<file path="src/rtl/fft_pkg.sv">
// Shared constants and bank state type for the FFT input loader.
package fft_pkg;

  localparam int FFT_N    = 512;
  localparam int FFT_M    = $clog2(FFT_N);
  localparam int SAMPLE_W = 16;

  typedef enum logic [1:0] {
    EMPTY = 2'd0,
    FULL  = 2'd1,
    PROC  = 2'd2
  } bank_state_t;

endpackage

</file>
<file path="src/rtl/fft_loader_if.sv">
// Sample stream, RAM write port and FFT core control bundled for fft_loader.
// Handshake: a sample transfers on a rising edge where in_valid && in_ready; in_ready never depends on in_valid.
interface fft_loader_if;
  import fft_pkg::*;

  logic                in_valid;
  logic [SAMPLE_W-1:0] in_data;
  logic                in_ready;
  logic                wr_en;
  logic [FFT_M:0]      wr_addr;
  logic [SAMPLE_W-1:0] wr_data;
  logic                fft_start;
  logic                fft_bank;
  logic                fft_done;
  bank_state_t         dbg_state0;
  bank_state_t         dbg_state1;
  logic                dbg_fb;

  modport slave (
    input  in_valid, in_data, fft_done,
    output in_ready, wr_en, wr_addr, wr_data, fft_start, fft_bank,
           dbg_state0, dbg_state1, dbg_fb
  );

  modport master (
    output in_valid, in_data, fft_done,
    input  in_ready, wr_en, wr_addr, wr_data, fft_start, fft_bank,
           dbg_state0, dbg_state1, dbg_fb
  );

endinterface

</file>
<file path="src/rtl/fft_loader_bitrev.sv">
// Bit-reversal of an M-bit index (pure wiring).
module bitrev #(
  parameter int M = 9
) (
  input  logic [M-1:0] i_idx,
  output logic [M-1:0] o_rev
);

  for (genvar i = 0; i < M; i++) begin : g_rev
    assign o_rev[i] = i_idx[M-1-i];
  end

endmodule

</file>
<file path="src/rtl/fft_loader.sv">
// Ping-pong loader: writes samples at bit-reversed addresses, dispatches full banks to the FFT core.
// Build option OFFSET_BINARY_EN: convert offset-binary input to two's complement by flipping the MSB.
module fft_loader
  import fft_pkg::*;
(
  input  logic         clk,
  input  logic         reset,
  fft_loader_if.slave  bus
);

  bank_state_t         r_state [2];
  bank_state_t         w_next_state [2];
  logic                r_fb, w_fb_next;
  logic [FFT_M-1:0]    r_cnt, w_cnt_next;
  logic                r_wr_en;
  logic [FFT_M:0]      r_wr_addr;
  logic [SAMPLE_W-1:0] r_wr_data;
  logic                r_fft_start, w_start_next;
  logic                r_fft_bank, w_bank_next;
  logic                w_in_ready, w_accept, w_last;
  logic [FFT_M-1:0]    w_rev;
  logic [SAMPLE_W-1:0] w_sample;

  bitrev #(.M(FFT_M)) u_bitrev (
    .i_idx (r_cnt),
    .o_rev (w_rev)
  );

`ifdef OFFSET_BINARY_EN
  assign w_sample = {~bus.in_data[SAMPLE_W-1], bus.in_data[SAMPLE_W-2:0]};
`else
  assign w_sample = bus.in_data;
`endif

  assign w_in_ready = (r_state[r_fb] == EMPTY);
  assign w_accept   = bus.in_valid && w_in_ready;
  assign w_last     = w_accept && (r_cnt == FFT_M'(FFT_N - 1));

  always_ff @(posedge clk or posedge reset) begin
    if (reset) begin
      r_state[0]  <= EMPTY;
      r_state[1]  <= EMPTY;
      r_fb        <= 1'b0;
      r_cnt       <= '0;
      r_wr_en     <= 1'b0;
      r_wr_addr   <= '0;
      r_wr_data   <= '0;
      r_fft_start <= 1'b0;
      r_fft_bank  <= 1'b0;
    end else begin
      r_state[0]  <= w_next_state[0];
      r_state[1]  <= w_next_state[1];
      r_fb        <= w_fb_next;
      r_cnt       <= w_cnt_next;
      r_wr_en     <= w_accept;
      if (w_accept) begin
        r_wr_addr <= {r_fb, w_rev};
        r_wr_data <= w_sample;
      end
      r_fft_start <= w_start_next;
      r_fft_bank  <= w_bank_next;
    end
  end

  // The three bank events never target the same bank: the fill bank is EMPTY,
  // the dispatched bank is FULL and the finished bank is PROC.
  always_comb begin
    w_next_state[0] = r_state[0];
    w_next_state[1] = r_state[1];
    w_fb_next       = r_fb;
    w_cnt_next      = r_cnt;
    if (bus.fft_done) begin
      for (int b = 0; b < 2; b++) begin
        if (r_state[b] == PROC) w_next_state[b] = EMPTY;
      end
    end
    if (r_fft_start) w_next_state[r_fft_bank] = PROC;
    if (w_accept) w_cnt_next = r_cnt + 1'b1;
    if (w_last) begin
      w_next_state[r_fb] = FULL;
      w_fb_next          = ~r_fb;
    end
  end

  // Start is registered from the next bank state, so it is high exactly while a FULL bank waits with the core idle.
  always_comb begin
    w_start_next = (w_next_state[0] != PROC) && (w_next_state[1] != PROC) &&
                   ((w_next_state[0] == FULL) || (w_next_state[1] == FULL));
    w_bank_next  = r_fft_bank;
    if (w_start_next) w_bank_next = (w_next_state[1] == FULL);
  end

  assign bus.in_ready   = w_in_ready;
  assign bus.wr_en      = r_wr_en;
  assign bus.wr_addr    = r_wr_addr;
  assign bus.wr_data    = r_wr_data;
  assign bus.fft_start  = r_fft_start;
  assign bus.fft_bank   = r_fft_bank;
  assign bus.dbg_state0 = r_state[0];
  assign bus.dbg_state1 = r_state[1];
  assign bus.dbg_fb     = r_fb;

  a_one_full: assert property (@(posedge clk) disable iff (reset)
    !((r_state[0] == FULL) && (r_state[1] == FULL)));

endmodule

</file>
<file path="src/flat_wrapper.sv">
// flat-port wrapper written by rule: the top's interface ports become plain ports
module fft_loader_flat import fft_pkg::*;
  (clk, reset, bus_in_valid, bus_in_data, bus_fft_done, bus_in_ready, bus_wr_en, bus_wr_addr, bus_wr_data, bus_fft_start, bus_fft_bank, bus_dbg_state0, bus_dbg_state1, bus_dbg_fb);
  fft_loader_if bus_i ();
  input  logic clk;
  input  logic reset;
  input wire logic [$bits(bus_i.in_valid)-1:0] bus_in_valid;
  input wire logic [$bits(bus_i.in_data)-1:0] bus_in_data;
  input wire logic [$bits(bus_i.fft_done)-1:0] bus_fft_done;
  output wire logic [$bits(bus_i.in_ready)-1:0] bus_in_ready;
  output wire logic [$bits(bus_i.wr_en)-1:0] bus_wr_en;
  output wire logic [$bits(bus_i.wr_addr)-1:0] bus_wr_addr;
  output wire logic [$bits(bus_i.wr_data)-1:0] bus_wr_data;
  output wire logic [$bits(bus_i.fft_start)-1:0] bus_fft_start;
  output wire logic [$bits(bus_i.fft_bank)-1:0] bus_fft_bank;
  output wire logic [$bits(bus_i.dbg_state0)-1:0] bus_dbg_state0;
  output wire logic [$bits(bus_i.dbg_state1)-1:0] bus_dbg_state1;
  output wire logic [$bits(bus_i.dbg_fb)-1:0] bus_dbg_fb;
  assign bus_i.in_valid = bus_in_valid;
  assign bus_i.in_data = bus_in_data;
  assign bus_i.fft_done = bus_fft_done;
  assign bus_in_ready = bus_i.in_ready;
  assign bus_wr_en = bus_i.wr_en;
  assign bus_wr_addr = bus_i.wr_addr;
  assign bus_wr_data = bus_i.wr_data;
  assign bus_fft_start = bus_i.fft_start;
  assign bus_fft_bank = bus_i.fft_bank;
  assign bus_dbg_state0 = bus_i.dbg_state0;
  assign bus_dbg_state1 = bus_i.dbg_state1;
  assign bus_dbg_fb = bus_i.dbg_fb;
  fft_loader u_core (.clk(clk), .reset(reset), .bus(bus_i));
endmodule
</file>
<file path="config.mk">
export PLATFORM = sky130hd
export DESIGN_NAME = fft_loader_flat
export DESIGN_NICKNAME = d
export VERILOG_FILES = /design/src/rtl/fft_pkg.sv /design/src/rtl/fft_loader_if.sv /design/src/rtl/fft_loader_bitrev.sv /design/src/rtl/fft_loader.sv /design/src/flat_wrapper.sv
export SDC_FILE = /design/constraint.sdc
export NUM_CORES = 1
export LEC_CHECK = 0
export BUFFER_PORTS_ARGS = -buffer_cell sky130_fd_sc_hd__buf_2
export CAP_MARGIN = 15
export CELL_PAD_IN_SITES_DETAIL_PLACEMENT = 0
export CELL_PAD_IN_SITES_GLOBAL_PLACEMENT = 2
export CORE_MARGIN = 2
export CORE_UTILIZATION = 33
export CTS_CLUSTER_SIZE = 16
export DETAILED_ROUTE_END_ITERATION = 6
export PLACE_DENSITY = 0.88
export REMOVE_ABC_BUFFERS = 1
export SYNTH_ARGS = -nofsm -noshare
export SYNTH_HDL_FRONTEND = slang
export SYNTH_HIERARCHICAL = 1
export SYNTH_SLANG_ARGS = --single-unit
export TNS_END_PERCENT = 1
</file>
<file path="constraint.sdc">
create_clock -name clk -period 2.55 [get_ports clk]
set_clock_uncertainty 0.1 [all_clocks]
set_input_delay 0.51 -clock clk [delete_from_list [all_inputs] [get_ports clk]]
set_output_delay 0.51 -clock clk [all_outputs]
set_load 0.03 [all_outputs]
</file>
* Word level (Yosys, flattened, before mapping)
Index checks and enable logic that the tools add are counted.
** Storage, ports and cells
- Register bits :: 43
- Bits of input ports :: 20
** Operators by class
- Add/sub/neg operators :: 1
- Magnitude comparators :: 4
- Equal/unequal tests :: 7
- Muxes and demuxes :: 12
- Bitwise gates (word level) :: 9
- Reductions and logical operators :: 8
** Operators by type and width (number)
- 2-bit 2-to-1 mux :: 7
- 4-bit 2-to-1 mux :: 3
- 9-bit by 1-bit adder with 9-bit output, second input constant :: 1
- 9-bit == test, second input constant :: 1
- 1-bit logical AND :: 6
- 2-bit bitwise AND :: 2
- 2-bit demux with 1-bit select :: 2
- 2-bit by 1-bit == test with 1-bit output, second input constant :: 2
- 2-bit == test, second input constant :: 2
- 2-bit greater-or-equal comparator, second input constant :: 2
- 2-bit by 1-bit less-than comparator with 1-bit output, second input constant :: 2
- 2-bit inequality test, second input constant :: 2
- 1-bit NOT with 2-bit output :: 2
- 2-bit NOT :: 2
- 2-bit bitwise OR :: 2
- 2-bit zero test :: 1
- 1-bit logical OR :: 1
- 1-bit NOT :: 1

* Longest topological paths before layout
Gate-level depths: netlist of the first run.
- Depth after elaboration :: 13
- Gate-level depth with buffers :: 8

* Cells and area by module
The synthesis of the first run kept the hierarchy.
** Modules (own cells, without submodules)
- fft_loader :: times used 1, cells an instance 131, area an instance 1789.2 µm², sequential area each 1076.0 µm²
- bitrev :: times used 1, cells an instance 9, area an instance 67.6 µm², sequential area each 0.0 µm²

* Worst setup path before layout of the first run
No wires, ideal clock.
- Kind :: reg-to-reg
- From :: reg u_core.r_state (netlist bit u_core/bus.dbg_state1[0])
- To :: reg u_core.r_wr_data[0] (netlist: u_core/bus.wr_data[0])
- Arrival time :: 1825 ps
- Required time :: 2325 ps
- Slack :: 501 ps
- Cell stages (with the launch flop) :: 6
- Cells stage by stage :: dfrtp_1 or3b_1 buf_2 a21oi_4 buf_6 mux2_2
** Between the ends
- Cells in the longest elaborated chain, start to end :: 5
** RTL lines
- start, declared :: RTL line fft_loader.sv:11 : bank_state_t r_state [2];
- 2-bit 2-to-1 mux (implied by the code) (3 in series) :: RTL line fft_loader.sv:35 : assign w_in_ready = (r_state[r_fb] == EMPTY);
- 2-bit zero test :: RTL line fft_loader.sv:35
- 1-bit logical AND :: RTL line fft_loader.sv:36 : assign w_accept = bus.in_valid && w_in_ready;
- end signal, assigned :: RTL line fft_loader.sv:58 : r_wr_data <= w_sample;
- end, declared :: RTL line fft_loader.sv:17 : logic [SAMPLE_W-1:0] r_wr_data;
No other way between the ends. The select of a mux whose other input is x is not followed.
A chain may end at the register's enable or synchronous reset.

==> reports/results.ini, run 1 <==
[drt]
routedWlPerCell_um = 12.7
routed_wl_um = 3360
drc = 0
drt_first_iter_violations = 23
routed_via_density = 4.63
detail-route-antenna-nets = 0
firstDrtPassIters = 4
dr_total_vias = 1221

[clocking]
cts_setup_buffers = 0
cts-root-buf = clkbuf_8
numCtsBuffers = 5
clk_latency_ps = 290
cts_max_path_buffers = 2
postCtsHoldBufs = 0
cts_resized = 0
cts_sinks = 43
cts_tree = done
path_clk_slew_ps = 70
htree_levels = 2

[placed_design]
io_buffer_count = 54
gp_congestion = 0.727
placed_cells = 256
place_hpwl_um = 2410

[global_route]
grt_pass1_wl_um = 5780
grt-ovfl-total = 0
met3_usage_pct = 4.66
met2_usage_pct = 17.8
grt_antenna_before_repair = 0
grt_busiest_layer = met2
grtUsageTotal_pct = 12.0
grt_util_met1_pct = 15.7
grt_pass1_vias = 1213
grt_max_degree = 38

[finish]
stdcell_count = 264
n_antenna_cell = 0
layout-drive-gt1-share_pct = 50.0
area_growth_pct = 21.0
post-route-util_pct = 41.0
nets = 213

[worst_setup_path]
regToRegSetupSlack_ps = 390
r2r_cells = 8
worstPathRequired_ps = 2630
crit_fanout = 6
startpoint_type = flop
setup.worst_path.end_class = flop
criticalPathCategory = reg -> reg
cp-endpoint = u_core/bus.fft_bank
crit_arrival_ps = 2230
r2r-end = u_core/bus.fft_bank
r2r-start = u_core/r_cnt[2]
setup.worst_path.start = u_core/r_cnt[2]

[synth]
syn-instance-count = 140
ys_top_cells_by_area = dfrtp_1 (58%), mux2_2 (16%), buf_4 (3.6%)
yosysTopAreaCell = dfrtp_1
ys_seq_area_share_pct = 58.0
syn_area_um2 = 1860
ys_types = 32
yosysTopAreaCellShare_pct = 58.0
synth_area_per_cell_um2 = 13.3
ys_seq_elements = 43
yosysWarnings = 6

[timing]
slew_violations = 0
post-route-min-period_ps = 2160
hold_violations = 0
tns_ps = 0
setup_viol = 0
fmax_mhz = 464
period_share_pct = 84.6
worst_pin_slew_ps = 718
rsz0062_at_grt = false
finalHoldWorstSlack_ps = 140
relSlewSlack_pct = 51.8

[outcome]
outcome = finished, final reports clean

[power_and_ir_drop]
ir_worst_vdd_v = 0.000400
leakagePower_nw = 1.08
fin_total_pwr_mw = 1.84
p_per_area_nw_per_um2 = 818

[worst_hold_path]
min_path_type = in -> async

[floorplan]
die_area_um2 = 6240
core-area_um2 = 5470
dieWidth_um = 79.0
dieHeight_um = 79.0
io_pins = 55
row_count = 27
initial_core_util_pct = 33.9

[job]
drv_cap = 0

-- how the worst min path moves through the flow --
stage / from / endpoint / slack (ps) / depth (start not counted)
after floorplan: u_core/r_cnt[4] / u_core/r_cnt[4] / 350 / 1
after global placement: u_core/bus.wr_data[7] / u_core/bus.wr_data[7] / 390 / 1
after detailed placement: u_core/r_cnt[4] / u_core/r_cnt[4] / 390 / 1
after CTS: reset / u_core/bus.wr_data[11] / 150 / 2
after global routing: reset / u_core/bus.wr_data[11] / 170 / 2
final: reset / u_core/bus.wr_data[9] / 140 / 2
-- stage by stage --
step	worst slack (ps)	instance area, µm²
after CTS	380	2250
after global routing	236	2250
final	393	2250
after detailed placement	395	2150
after global placement	426	2150
after floorplan	234	1750
-- critical path, stage by stage, from the launching register on --
cell and delay, ps:
dfrtp_1 420, and3_1 240, nand3_1 90, nor2_1 110, ha_1 160, nand2_1 120, or2_2 330, and2_1 160
o32a_1 320
-- registers in the layout, indices dropped and copies added, names as in the netlist --
register,count
u_core/r_cnt,9
u_core/bus.wr_data,16
u_core/bus.dbg_state0,2
u_core/bus.dbg_fb,1
u_core/bus.wr_addr,10
u_core/bus.fft_start,1
u_core/bus.fft_bank,1
u_core/bus.wr_en,1
u_core/bus.dbg_state1,2
-- cell families (layout without fill, tap and decap cells) --
family                     Yosys count  in the layout  synth area share, %
DFF                                 43             43                 58.0
and+or+nand+nor                     28             28                 8.36
muxes                               27             27                 16.4
buffers and inverters               19             71                 6.94
AOI/OAI and AO/OA                   14             14                 5.73
xor gates and xnor gates             7              7                 3.30
adders and majority gates            2              2                 1.35
-- where the power goes --
part           internal (mW)  leakage, nW  switching (mW)
registers              0.811        0.522           0.101
clock network          0.247       0.0515           0.215
logic                  0.186        0.506           0.278
-- area by class of cell --
cell class                 count  area, µm²
sequential                    43       1080
multi-input combinational     78        652
timing repair buffer          57        305
fill                         550       3230
clock buffer                   8        100
tap                           72       90.1
inverter                       6       22.5
-- layer usage --
layer	wire length, µm	up-vias
met5	0	-
met4	61	0
met3	341	7
met2	1360	51
met1	1600	583
li1	-	580
-- cells in the final DEF (no fill, tap or decap), types with 2 or more instances in the layout --
cell type and count:
nand3_1 2, nor2_1 3, clkbuf_8 7, and3_1 3, buf_2 54, nand2_1 8, xnor2_1 6, mux2_2 27
inv_1 5, dfrtp_1 43, a21oi_1 2, o21ai_0 3, nand4_1 5, buf_4 2, ha_1 2
-- cells in the mapped netlist --
cell and count:
buf_4 9, o2bb2ai_1 1, a31oi_1 1, nand2_1 8, nand3_1 2, buf_6 3
a21oi_4 1, and3_1 3, nor2b_1 1, a21bo_2 1, o21ai_0 3, o22a_1 1
or3_4 1, inv_1 6, nand4_1 5, or3b_1 1, and2_1 1, xnor2_1 6
or2_2 1, nor2_1 3, a21oi_1 2, nand2b_1 1, o211ai_1 1, xor2_1 1
mux2_2 27, a21o_1 1, buf_2 1, o32a_1 1, ha_1 2, or3b_2 1
o22ai_1 1, dfrtp_1 43
Power figures use the tool's default switching activity.
==> inputs of run 2 (changes only) <==
--- a/config.mk
+++ b/config.mk
@@ -10,10 +10,10 @@
 export CELL_PAD_IN_SITES_DETAIL_PLACEMENT = 0
 export CELL_PAD_IN_SITES_GLOBAL_PLACEMENT = 2
 export CORE_MARGIN = 2
-export CORE_UTILIZATION = 33
+export CORE_UTILIZATION = 30
 export CTS_CLUSTER_SIZE = 16
 export DETAILED_ROUTE_END_ITERATION = 6
-export PLACE_DENSITY = 0.88
+export PLACE_DENSITY = 0.85
 export REMOVE_ABC_BUFFERS = 1
 export SYNTH_ARGS = -nofsm -noshare
 export SYNTH_HDL_FRONTEND = slang
==> constraint.sdc (replaced) <==
create_clock -name clk -period 1.8 [get_ports clk]
set_clock_uncertainty 0.1 [all_clocks]
set_input_delay 0.36 -clock clk [delete_from_list [all_inputs] [get_ports clk]]
set_output_delay 0.36 -clock clk [all_outputs]
set_load 0.03 [all_outputs]
==> reports/results.ini, run 2 (synthesis results as in run 1) <==
[clocking]
clk_latency_ps = 290  ; about the same
htree_levels = 2  ; unchanged
cts_max_path_buffers = 2  ; unchanged
cts-root-buf = clkbuf_8
numCtsBuffers = 5  ; unchanged
cts_tree = done
path_clk_slew_ps = 80  ; about the same
cts_sinks = 43  ; unchanged

[finish]
post-route-util_pct = 41.9  ; +0.83 points
area_growth_pct = 34.3
n_antenna_cell = 0  ; unchanged
largest_reg_flops = 16  ; unchanged
layout-drive-gt1-share_pct = 59.7  ; +9.7 points
stdcell_count = 291  ; +10%
layout_common_cells = buf_2 (53), dfrtp_1 (43), mux2_2 (23)
nFillCells = 584  ; +6.2%
nets = 237  ; +11%
final_common_cell = buf_2

[worst_setup_path]
cpMaxStageDelayCell = or3b_4
regToRegSetupSlack_ps = -70  ; -460 ps
worstPathRequired_ps = 1340  ; -1290 ps
setup.worst_path.start = u_core/bus.dbg_fb
critical_path.top_delay_family = simple AND/OR/NAND/NOR gates
slowest_delay_ps = 410  ; about the same
setup.worst_path.end_class = output port
r2r_cells = 5  ; -3
critical_path.cell_chain = or3b_4 -> buf_6 -> nand2_2 -> buf_6
cp_common_cell = buf_6
cp-endpoint = bus_in_ready
path_buf_inv = 2  ; +2
r2r-start = u_core/bus.dbg_fb
startpoint_type = flop
crit_fanout = 6  ; unchanged
crit_arrival_ps = 1420  ; -810 ps
cp_num_cells = 4  ; -4
r2r-end = u_core/bus.wr_data[5]
criticalPathCategory = reg -> out

[timing]
setup_ws_ps = -79.3  ; -472 ps
rsz0062_at_grt = true
relSlewSlack_pct = 66.7  ; +15 points
period_share_pct = 104
hold_violations = 0  ; unchanged
slew_violations = 0  ; unchanged
fmax_mhz = 532
worst_pin_slew_ps = 494  ; -224 ps
setup_viol = 28  ; +28
post-route-min-period_ps = 1880

[drt]
detail-route-antenna-nets = 0  ; unchanged
firstDrtPassIters = 4  ; unchanged
routed_wl_um = 3720  ; +10%
dr_total_vias = 1310  ; +7.3%
routed_via_density = 4.50  ; -2.7%
drc = 0  ; unchanged
drt_first_iter_violations = 57  ; +150%
routedWlPerCell_um = 12.8  ; +0.25%

[global_route]
grt_pass1_vias = 1251  ; +3.1%
grtUsageTotal_pct = 11.7  ; -0.36 points
grt_max_degree = 44  ; +16%
grt_antenna_before_repair = 0  ; unchanged
grt-ovfl-total = 0  ; unchanged
grt_pass1_wl_um = 5940  ; +2.7%

[placed_design]
placed_cells = 279  ; +9.0%
place_ws_ps = -100  ; -496 ps
io_buffer_count = 54  ; unchanged
gp_congestion = 0.758  ; +4.3%
place_hpwl_um = 2660  ; +10%

[floorplan]
dieWidth_um = 82.7  ; +4.6%
dieHeight_um = 82.7  ; +4.6%
initial_core_util_pct = 31.2  ; -2.8 points
io_pins = 55  ; unchanged
core-area_um2 = 5960  ; +8.8%
die_area_um2 = 6830  ; +9.5%
row_count = 28  ; +3.7%

[power_and_ir_drop]
ir_worst_vdd_v = 0.000411  ; +2.7%
leakagePower_nw = 1.22  ; +13%
p_per_area_nw_per_um2 = 1090  ; +33%

[worst_hold_path]
min_path_type = in -> reg
hold_path_depth = 2

[outcome]
violations = setup timing
outcome = complete, but fails checks

[job]
drv_cap = 0  ; unchanged

[run 2: cell count changes in the layout (fill, tap and decap cells not counted), sizes merged]
cell,previous run,this run
clkinvlp,0,1
clkbuf,8,6
inv,5,6
buf,57,80
dlygate4sd3,0,1
[run 2: cell type report]
class / count / area [µm²] / area share (%)
sequential: 43 / 1080 / 43.2
clock inverter: 2 / 12.5 / 0.502
clock buffer: 6 / 72.6 / 2.91
tap: 75 / 93.8 / 3.76
timing repair buffer: 81 / 518 / 20.8
multi-input combinational: 78 / 698 / 28.0
inverter: 6 / 22.5 / 0.903
[run 2: metrics by stage]
stage	hold slack (ps)	setup TNS, ps	instance area, µm²	power [mW]
2_1_floorplan	355	-18040	1750	1.76
3_3_place_gp	308	-80.9	2310	2.10
3_5_place_dp	311	-147	2310	2.12
4_1_cts	184	-1900	2480	2.75
5_1_grt	185	-4410	2490	2.89
6_report	198	-1350	2490	2.71
[run 2: worst min path at each step]
stage               startpoint                    end
6_report        bus_in_data[9]  u_core/bus.wr_data[9]
5_1_grt         bus_in_data[9]  u_core/bus.wr_data[9]
4_1_cts         bus_in_data[9]  u_core/bus.wr_data[9]
3_5_place_dp             reset  u_core/bus.wr_data[7]
3_3_place_gp             reset  u_core/bus.wr_data[7]
2_1_floorplan  u_core/r_cnt[4]        u_core/r_cnt[4]
[run 2: where the power goes]
part | internal [mW] | leakage, nW | switching, mW | total (mW)
clock network | 0.271 | 0.0412 | 0.317 | 0.588
logic | 0.401 | 0.657 | 0.483 | 0.884
registers | 1.15 | 0.522 | 0.0912 | 1.24
total | 1.82 | 1.22 | 0.891 | 2.71
[run 2: repair_timing]
| item | CTS | global route |
|---|---|---|
| hold buffers | 1 | 0 |
| endpoints found under the hold margin | 43 | 0 |
| gates resized for setup | 16 | 3 |
| pin swaps | 4 | 4 |
| setup buffers | 3 | 0 |
| setup endpoints to repair | 15 | 37 |
[run 2: per-layer routing]
| layer | global-route usage, % | routed length, µm | vias to the layer above | share of wire (%) |
|---|---|---|---|---|
| li1 | - | - | 629 | - |
| met5 | 0 | 0 | - | 0 |
| met2 | 18.8 | 1790 | 36 | 48 |
| met4 | 4.43 | 55 | 0 | 1.5 |
| met1 | 15.0 | 1680 | 641 | 45 |
| met3 | 3.26 | 186 | 4 | 5.0 |
==> inputs of run 3 (changes only) <==
--- a/config.mk
+++ b/config.mk
@@ -10,10 +10,10 @@
 export CELL_PAD_IN_SITES_DETAIL_PLACEMENT = 0
 export CELL_PAD_IN_SITES_GLOBAL_PLACEMENT = 2
 export CORE_MARGIN = 2
-export CORE_UTILIZATION = 30
+export CORE_UTILIZATION = 33
 export CTS_CLUSTER_SIZE = 16
 export DETAILED_ROUTE_END_ITERATION = 6
-export PLACE_DENSITY = 0.85
+export PLACE_DENSITY = 0.83
 export REMOVE_ABC_BUFFERS = 1
 export SYNTH_ARGS = -nofsm -noshare
 export SYNTH_HDL_FRONTEND = slang
==> constraint.sdc (replaced) <==
create_clock -name clk -period 1.9 [get_ports clk]
set_clock_uncertainty 0.1 [all_clocks]
set_input_delay 0.38 -clock clk [delete_from_list [all_inputs] [get_ports clk]]
set_output_delay 0.38 -clock clk [all_outputs]
set_load 0.03 [all_outputs]
==> reports/results.ini, run 3 (synthesis results as in run 1) <==
[worst_setup_path]
cp_num_cells = 4  ; unchanged
crit_fanout = 4  ; -2
setup.worst_path.end_class = output port
r2r_cells = 5  ; unchanged
path_buf_inv = 2  ; unchanged
worstPathRequired_ps = 1420  ; +80 ps
regToRegSetupSlack_ps = 0  ; +70 ps
r2r-start = u_core/bus.dbg_fb
crit_arrival_ps = 1430  ; about the same
slowest_delay_ps = 400  ; about the same
cpMaxStageDelayCell = or3_4
startpoint_type = flop
criticalPathCategory = reg -> out
r2r-end = u_core/bus.wr_data[10]
critical_path.cell_chain = buf_6 -> or3_4 -> nand2_2 -> buf_6
cp-endpoint = bus_in_ready
cp_common_cell = buf_6
setup.worst_path.start = u_core/bus.dbg_fb
critical_path.top_delay_family = simple AND/OR/NAND/NOR gates

[global_route]
grt_antenna_before_repair = 0  ; unchanged
grt_pass1_vias = 1370  ; +9.5%
grt_max_degree = 44  ; unchanged
grtUsageTotal_pct = 12.2  ; +0.53 points
grt-ovfl-total = 0  ; unchanged
grt_pass1_wl_um = 5960  ; +0.35%

[finish]
layout_common_cells = buf_2 (53), dfrtp_1 (43), mux2_2 (27)
nets = 231  ; -2.5%
n_antenna_cell = 0  ; unchanged
area_growth_pct = 30.4
multiInputGateArea_um2 = 676  ; -3.2%
final_common_cell = buf_2
largest_reg_flops = 16  ; unchanged
layout-drive-gt1-share_pct = 57.4  ; -2.3 points
stdcell_count = 281  ; -3.4%
nFillCells = 527  ; -9.8%
seq_area_um2 = 1080  ; unchanged

[floorplan]
core-area_um2 = 5470  ; -8.1%
initial_core_util_pct = 33.9  ; +2.8 points
dieWidth_um = 79.0  ; -4.4%
dieHeight_um = 79.0  ; -4.4%
io_pins = 55  ; unchanged
row_count = 27  ; -3.6%
die_area_um2 = 6240  ; -8.7%

[placed_design]
place_ws_ps = -7.06  ; +93.4 ps
place_hpwl_um = 2600  ; -2.4%
placed_cells = 270  ; -3.2%
gp_congestion = 0.756  ; -0.25%
io_buffer_count = 54  ; unchanged

[drt]
routed_wl_um = 3650  ; -1.8%
firstDrtPassIters = 4  ; unchanged
detail-route-antenna-nets = 0  ; unchanged
drc = 0  ; unchanged
routed_via_density = 4.54  ; +0.95%
drt_first_iter_violations = 66  ; +16%
dr_total_vias = 1277  ; -2.5%
routedWlPerCell_um = 13.0  ; +1.7%

[timing]
hold_violations = 0  ; unchanged
slew_violations = 0  ; unchanged
period_share_pct = 100
rsz0062_at_grt = true
setup_ws_ps = -6.57  ; +72.7 ps
post-route-min-period_ps = 1910
finalHoldWorstSlack_ps = 117  ; -81.5 ps
fmax_mhz = 525
setup_viol = 3  ; -89%
worst_pin_slew_ps = 546  ; +51.8 ps
relSlewSlack_pct = 63.6  ; -3.1 points

[clocking]
postCtsHoldBufs = 0  ; -1
cts_sinks = 43  ; unchanged
cts-root-buf = clkbuf_8
htree_levels = 2  ; unchanged
numCtsBuffers = 5  ; unchanged
cts_tree = done
clk_latency_ps = 290  ; about the same
path_clk_slew_ps = 70  ; about the same
cts_max_path_buffers = 2  ; unchanged

[power_and_ir_drop]
ir_worst_vdd_v = 0.000524  ; +28%
leakagePower_nw = 1.18  ; -3.5%
p_per_area_nw_per_um2 = 1110  ; +1.8%

[job]
drv_cap = 0  ; unchanged

[worst_hold_path]
min_path_type = in -> async

[outcome]
violations = setup timing
outcome = complete, but fails checks

## run 3: per-layer routing
| layer | global-route usage, % | vias up | wire length (µm) |
|---|---|---|---|
| met3 | 6.48 | 2 | 347 |
| li1 | - | 613 | - |
| met5 | 0 | - | 0 |
| met2 | 19.2 | 46 | 1720 |
| met1 | 14.5 | 616 | 1560 |
| met4 | 3.62 | 0 | 25 |
## run 3: what timing repair did
item | CTS | global route
pin swaps | 1 | 2
endpoints found under the setup margin | 2 | 29
gates resized for setup | 6 | 6
setup buffers | 2 | 2
## run 3: layout make-up
type | count | area share (%)
Clock buffer | 6 | 3.00
Clock inverter | 1 | 1.24
Inverter | 6 | 0.930
Multi-Input combinational cell | 78 | 27.9
Sequential cell | 43 | 44.4
Tap cell | 72 | 3.72
Timing Repair Buffer | 75 | 18.8
## run 3: worst register-to-register path: stages, from the launching register on
cell and delay (ps):
dfrtp_1 390, buf_6 130, or3_4 400, a21oi_4 160, buf_12 220, mux2_2 390
## run 3: how the worst min path moves through the flow
stage | startpoint | end | slack (ps) | cells after the start
floorplan | u_core/r_cnt[4] | u_core/r_cnt[4] | 350 | 1
global placement | u_core/bus.wr_data[14] | u_core/bus.wr_data[14] | 380 | 1
detailed placement | u_core/bus.wr_addr[3] | u_core/bus.wr_addr[3] | 390 | 1
CTS | reset | u_core/bus.fft_start | 120 | 3
global route | reset | u_core/bus.fft_bank | 160 | 3
finish | reset | u_core/bus.wr_data[0] | 120 | 3
## run 3: where the power goes
part / total, mW / leakage [nW] / switching (mW) / internal (mW)
registers: 1.17 / 0.522 / 0.0825 / 1.09
clock network: 0.668 / 0.0513 / 0.283 / 0.385
logic: 0.842 / 0.604 / 0.462 / 0.380
total: 2.68 / 1.18 / 0.828 / 1.85
## run 3: per-stage QoR
stage | utilization, % | cell area [µm²] | total power [mW] | TNS (ps)
CTS | 43.6 | 2390 | 2.69 | -53.7
global placement | 41.1 | 2250 | 1.98 | 0
global route | 44.2 | 2420 | 2.84 | -1350
detailed placement | 41.1 | 2250 | 2.01 | -7.06
finish | 44.2 | 2420 | 2.68 | -7.90
floorplan | - | 1750 | 1.66 | -14240
